[config.mk]
export PLATFORM = sky130hd
export DESIGN_NAME = counter_4b_modes
export DESIGN_NICKNAME = d
export VERILOG_FILES = /design/src/rtl/counter_pkg.sv /design/src/rtl/counter_next.sv /design/src/rtl/counter_4b_modes.sv
export SDC_FILE = /design/constraint.sdc
export NUM_CORES = 1
export LEC_CHECK = 0
export CAP_MARGIN = 40
export CELL_PAD_IN_SITES_DETAIL_PLACEMENT = 1
export CELL_PAD_IN_SITES_GLOBAL_PLACEMENT = 2
export CORE_AREA = 5 5 46 48
export DETAILED_ROUTE_END_ITERATION = 10
export DIE_AREA = 0 0 51 53
export DONT_BUFFER_PORTS = 1
export GPL_ROUTABILITY_DRIVEN = 1
export PLACE_DENSITY_LB_ADDON = 0.08
export SYNTH_ARGS = -nofsm -noshare
export SYNTH_HDL_FRONTEND = slang
export SYNTH_SLANG_ARGS = --single-unit
[constraint.sdc]
create_clock -name clk -period 1.35 [get_ports clk]
set_input_delay 0.0675 -clock clk [delete_from_list [all_inputs] [get_ports clk]]
set_output_delay 0.0675 -clock clk [all_outputs]
set_load 0.05 [all_outputs]
[src/rtl/counter_pkg.sv]
// Shared mode encodings and default width for the multi-mode counter and its bench.
package counter_pkg;

    localparam int unsigned DEFAULT_WIDTH = 4;

    localparam logic [1:0] MODE_UP3  = 2'b00;
    localparam logic [1:0] MODE_DN1  = 2'b01;
    localparam logic [1:0] MODE_UP1  = 2'b10;
    localparam logic [1:0] MODE_LOAD = 2'b11;

endpackage : counter_pkg

[src/rtl/counter_next.sv]
// Combinational next-state for the multi-mode counter: value, carry/borrow and load flag.
module counter_next
    import counter_pkg::*;
#(
    parameter int unsigned WIDTH = DEFAULT_WIDTH
) (
    input  logic [WIDTH-1:0] q,
    input  logic [1:0]       mode,
    input  logic [WIDTH-1:0] d,
    output logic [WIDTH-1:0] next_q,
    output logic             next_rco,
    output logic             next_load
);

    localparam int unsigned W1 = WIDTH + 1;

    logic [WIDTH:0] q_ext;
    logic [WIDTH:0] sum_up3;
    logic [WIDTH:0] sum_up1;
    logic [WIDTH:0] diff_dn1;

    // One extra bit on every operation so its MSB is the carry (or borrow) out.
    assign q_ext    = {1'b0, q};
    assign sum_up3  = q_ext + W1'(3);
    assign sum_up1  = q_ext + W1'(1);
    assign diff_dn1 = q_ext - W1'(1);

    // Select the result for the requested mode; rco and load are mutually exclusive.
    always_comb begin
        next_q    = q;
        next_rco  = 1'b0;
        next_load = 1'b0;
        case (mode)
            MODE_UP3: begin
                next_q   = sum_up3[WIDTH-1:0];
                next_rco = sum_up3[WIDTH];
            end
            MODE_DN1: begin
                next_q   = diff_dn1[WIDTH-1:0];
                next_rco = diff_dn1[WIDTH];
            end
            MODE_UP1: begin
                next_q   = sum_up1[WIDTH-1:0];
                next_rco = sum_up1[WIDTH];
            end
            MODE_LOAD: begin
                next_q    = d;
                next_load = 1'b1;
            end
            default: begin
                next_q = q;
            end
        endcase
    end

endmodule : counter_next

[src/rtl/counter_4b_modes.sv]
// Multi-mode counter top: enable gating, synchronous reset and the output registers.
// rco is registered so low.rco can drive high.enable when two stages cascade.
module counter_4b_modes
    import counter_pkg::*;
#(
    parameter int unsigned WIDTH = DEFAULT_WIDTH
) (
    input  logic             clk,
    input  logic             reset,
    input  logic             enable,
    input  logic [1:0]       mode,
    input  logic [WIDTH-1:0] D,
    output logic [WIDTH-1:0] Q,
    output logic             rco,
    output logic             load
);

    logic [WIDTH-1:0] q_q, q_d;
    logic             rco_q, rco_d;
    logic             load_q, load_d;

    logic [WIDTH-1:0] next_q;
    logic             next_rco;
    logic             next_load;

    counter_next #(
        .WIDTH (WIDTH)
    ) u_next (
        .q         (q_q),
        .mode      (mode),
        .d         (D),
        .next_q    (next_q),
        .next_rco  (next_rco),
        .next_load (next_load)
    );

    // Hold Q and drop the pulses when disabled, so mode/D are ignored entirely.
    always_comb begin
        q_d    = q_q;
        rco_d  = 1'b0;
        load_d = 1'b0;
        if (enable) begin
            q_d    = next_q;
            rco_d  = next_rco;
            load_d = next_load;
        end
    end

    // State and output registers; reset wins over any operation on the same edge.
    always_ff @(posedge clk) begin
        if (reset) begin
            q_q    <= '0;
            rco_q  <= 1'b0;
            load_q <= 1'b0;
        end else begin
            q_q    <= q_d;
            rco_q  <= rco_d;
            load_q <= load_d;
        end
    end

    assign Q    = q_q;
    assign rco  = rco_q;
    assign load = load_q;

endmodule : counter_4b_modes
* Word level (Yosys, flattened, before mapping) *
Index checks and enable logic that the tools add are counted.

operators by class
  $add $sub $neg = 3
  eq/ne operators = 3
  muxes and demuxes = 3
  bitwise gates (word level) = 1
  reductions and logical operators = 2

operator list
  kind                                                 count
  case mux 4 bit (4 select lines)                      1
  adder 4 x 1 -> 5 bit, second input constant          1
  adder 4 x 2 -> 5 bit, second input constant          1
  subtractor 4 x 1 -> 5 bit, second input constant     1
  equality test 2 bit, second input constant           2
  case mux 1 bit (3 select lines)                      1
  equality test 2 x 1 -> 1 bit, second input constant  1
  logical NOT 2 bit                                    1
  OR reduction 2 bit                                   1
  2-to-1 mux 1 bit                                     1
  inverter 1 bit                                       1

word-level totals
  register bits after elaboration = 6
  output and inout port bits = 6
  word-level logic and storage cells = 15

* Logic depth before layout (Yosys ltp) *
  depth in word-level cells = 2
  gate-level depth with buffers = 6

* Cells and area by module *
From an unflattened synthesis, not the netlist that was laid out.

unflattened totals
  cell total of the unflattened synthesis = 56
  area, all modules = 455.4 sq um

by module, submodules not included
  module            instances  cells each  area each (sq um)
  counter_next      1          39          249.0
  counter_4b_modes  1          17          206.4

* Least setup slack after synthesis *
OpenSTA, ideal clock, no wires.

  kind = register to register
  start point = register q_q[0] (netlist: Q[0])
  end point = register q_q[1] (netlist: Q[1])
  data arrival time = 1.612 ns
  data required time = 1.229 ns
  path slack = -0.383 ns
  stages on the path, launching flop included = 6
  period minus slack after synthesis = 1.733 ns
  cell sequence = dfxtp_1 inv_1 ha_1 or3_1 o2111ai_1 a21oi_1

on the way
  longest elaborated chain between the ends = 2

RTL lines
  item                                          line                    RTL
  start, declared                               counter_4b_modes.sv:18  logic [WIDTH-1:0] q_q, q_d;
  start signal, assigned                        counter_4b_modes.sv:56  q_q <= q_d;
  adder 4 x 1 -> 5 bit (tied with other cells)  counter_next.sv:25      assign sum_up1 = q_ext + W1'(1);
  case mux 4 bit (4 select lines) (*)           counter_next.sv:33      case (mode)

Every way passes the cells marked *; elsewhere a longest branch is shown, timed or not.
A chain may end at the register's enable or synchronous reset.

* Worst setup path in the final report *
Ends and elaborated chain as after synthesis.

==> flow_summary.json <==
{
  "worst_slew_margin_rel": 0.681,
  "num_vias": 444,
  "synthDistinctLibCells": 25,
  "finalWirelength_mm": 1.34,
  "synth_nets": 65,
  "final_cell_count_no_fill": 81,
  "final_util": 0.335,
  "number_of_global_route_vias_before_repair": 487,
  "place.gp.congestion": 0.670,
  "timing.critical_path.required_ps": 1480,
  "wl_per_cell_um": 16.5,
  "die-area_um2": 2700,
  "place.detailed.instances": 74,
  "kind_of_launch_point_of_the_worst_setup_path": "flop",
  "path_max_fanout": 5,
  "met3RoutedLength_um": 99,
  "global_route.usage.total": 0.109,
  "finalMaxSlewViolations": 0,
  "worstMarginPinSlew_ps": 478,
  "fin_crit_sh": 0.949,
  "grt_antenna_before_repair": 0,
  "cts_buffer_count": 3,
  "finish.net_count": 76,
  "h_tree_depth": 1,
  "ys_warn_count": 0,
  "post-cts-setup-buffers": 0,
  "core_region_area_um2": 1670,
  "final.min_clock_period_ps": 1280,
  "combined_area_of_all_synthesized_cells_um2": 434,
  "post-layout-total-power_uw": 572,
  "grt_first_pass_wirelength_mm": 2.08,
  "setup-tns-final_ps": 0,
  "root_buffer_cell": "sky130_fd_sc_hd__clkbuf_4",
  "wirelength_met1_um": 528,
  "final_hold_fails": 0,
  "final_antenna_net_count": 0,
  "clock_tree.buffer_depth": 2,
  "clkTransAtPathRegs_ps": 50,
  "final-setup-viol-count": 0,
  "critPathArrivalTime_ps": 1410,
  "path_class_of_the_lowest_slack_min_delay_path": "in -> reg",
  "initial_standard_cell_utilization_of_the_core": 0.260,
  "critical_path_class": "reg -> reg",
  "synth_top_cells_by_area": "sky130_fd_sc_hd__dfxtp_1 (28%), sky130_fd_sc_hd__ha_1 (5.8%), sky130_fd_sc_hd__buf_6 (5.2%)",
  "clock_latency_ps": 250,
  "drcViolationCount": 0,
  "area_after_detailed_placement_um2": 495,
  "irDropWorstVdd_mv": 0.331,
  "io_pins": 15,
  "globalRoute.totalOverflow": 0,
  "grt_start_max_net_pins": 11,
  "clock_sink_count": 6,
  "outcome": "complete, no violations",
  "syn_inst": 54,
  "power.static_leakage_nw": 0.224,
  "cts_tree": "built",
  "n_fill_cell": 212,
  "drive_gt1_frac": 0.328,
  "dp_hpwl_mm": 1.01,
  "finalWorstSetupSlack_ps": 68.5,
  "fmaxAchievable_mhz": 780,
  "layout.area.seq_um2": 133,
  "fin_worst_skew_ps": 1.89,
  "synth_top_cell_area_share": 0.277,
  "multi_input_area_um2": 293,
  "hold-worst-slack_ps": 21.4,
  "die_w_um": 51,
  "chipHeight_um": 53,
  "post-synth-top-area-cell": "sky130_fd_sc_hd__dfxtp_1",
  "dp_slack_ps": 70.0,
  "drt_first_pass_iters": 4,
  "viasPerCell": 5.48,
  "final_non_filler_cell_area_um2": 559,
  "buffer_ports.inserted": 0,
  "antenna_cells": 0,
  "drt_iter0_drc": 7,
  "ys_seq_elements": 6,
  "power_density_nw_per_um2": 1020,
  "met2WireLength_um": 692,
  "row_count": 15,
  "syn_to_final_growth_pct": 28.8,
  "routed.top_layer": "met4",
  "synth_seq_area_share": 0.277,
  "max_cap_violations": 0,
  "timing.critical_path.to_type": "flop",
  "postSynthAreaPerCell_um2": 8.04
}
[critical path, cell delays in order, from the launching register on]
cell and delay, ps:
sky130_fd_sc_hd__dfxtp_4 380, sky130_fd_sc_hd__inv_2 60, sky130_fd_sc_hd__ha_4 230, sky130_fd_sc_hd__or3_1 310, sky130_fd_sc_hd__o2111ai_1 110, sky130_fd_sc_hd__a21oi_1 90
[registers in the layout, indices dropped and copies added, names as in the netlist]
signal,cells
rco,1
load,1
Q,4
[kinds of logic after synthesis]
group	Yosys count	synth area share
flops	6	0.277
simple gates	20	0.259
fa+ha+maj	3	0.0836
buf+inv	7	0.0951
compound gates	17	0.265
xor+xnor	1	0.0202
[synth_stat cells]
cell                        number
sky130_fd_sc_hd__nand2b_1        2
sky130_fd_sc_hd__or3_1           1
sky130_fd_sc_hd__o21bai_1        1
sky130_fd_sc_hd__nand2_1         5
sky130_fd_sc_hd__a21oi_1         2
sky130_fd_sc_hd__buf_6           2
sky130_fd_sc_hd__nand3_1         2
sky130_fd_sc_hd__dfxtp_1         6
sky130_fd_sc_hd__nor2_1          6
sky130_fd_sc_hd__a21bo_2         1
sky130_fd_sc_hd__nor3b_2         1
sky130_fd_sc_hd__ha_1            2
sky130_fd_sc_hd__o21ai_0         4
sky130_fd_sc_hd__xnor2_1         1
sky130_fd_sc_hd__or4b_4          1
sky130_fd_sc_hd__o2111ai_1       1
sky130_fd_sc_hd__nor3_2          1
sky130_fd_sc_hd__a31oi_1         3
sky130_fd_sc_hd__inv_1           5
sky130_fd_sc_hd__nor2b_1         1
sky130_fd_sc_hd__a211oi_1        2
sky130_fd_sc_hd__a41oi_1         1
sky130_fd_sc_hd__a21o_1          1
sky130_fd_sc_hd__o32ai_1         1
sky130_fd_sc_hd__maj3_2          1
[report_power, final]
| part | leakage (nW) | switching [mW] | internal (mW) |
|---|---|---|---|
| Clock | 0.0150 | 0.0705 | 0.112 |
| Sequential | 0.0516 | 0.0181 | 0.191 |
| Combinational | 0.158 | 0.106 | 0.0738 |
[layout make-up]
| type | count | area share |
|---|---|---|
| tap | 17 | 0.0380 |
| timing repair buffer | 8 | 0.121 |
| inverter | 5 | 0.0336 |
| clock buffer | 4 | 0.0470 |
| sequential | 6 | 0.237 |
| multi-input combinational | 41 | 0.523 |
[layout by cell type (no fill, tap or decap), types with 2 or more instances in the layout]
master / netlist / final
sky130_fd_sc_hd__clkbuf_4: 0 / 3
sky130_fd_sc_hd__dlygate4sd3_1: 0 / 3
sky130_fd_sc_hd__a21oi_1: 2 / 2
sky130_fd_sc_hd__a211oi_1: 2 / 2
sky130_fd_sc_hd__nand2b_1: 2 / 2
sky130_fd_sc_hd__dfxtp_4: 0 / 3
sky130_fd_sc_hd__dfxtp_1: 6 / 2
sky130_fd_sc_hd__a31oi_1: 3 / 3
sky130_fd_sc_hd__buf_4: 0 / 5
sky130_fd_sc_hd__nand3_1: 2 / 2
sky130_fd_sc_hd__inv_1: 5 / 3
sky130_fd_sc_hd__inv_2: 0 / 2
sky130_fd_sc_hd__nor2_1: 6 / 6
sky130_fd_sc_hd__nand2_1: 5 / 5
sky130_fd_sc_hd__o21ai_0: 4 / 4
[layer usage]
metal  GRT usage  vias up
met2       0.191       17
met5           0        -
li1            -      214
met3      0.0563        2
met1       0.104      211
met4      0.0538        0
[path summary, 6_finish.rpt]
| kind | slack (ps) | from | depth (start not counted) | endpoint |
|---|---|---|---|---|
| max | 70 | Q[0] | 5 | Q[1] |
| min | 20 | enable | 2 | Q[3] |
| max reg2reg | 70 | Q[0] | 5 | Q[1] |
| min reg2reg | 660 | Q[3] | 3 | Q[3] |
[timing repair]
| item | in CTS | in global routing |
|---|---|---|
| endpoints found under the hold margin | 4 | 1 |
| setup endpoints to repair | 0 | 1 |
| hold buffers | 2 | 1 |
| resized for setup | 0 | 1 |
Note: power is estimated with default switching activity, not from simulation.
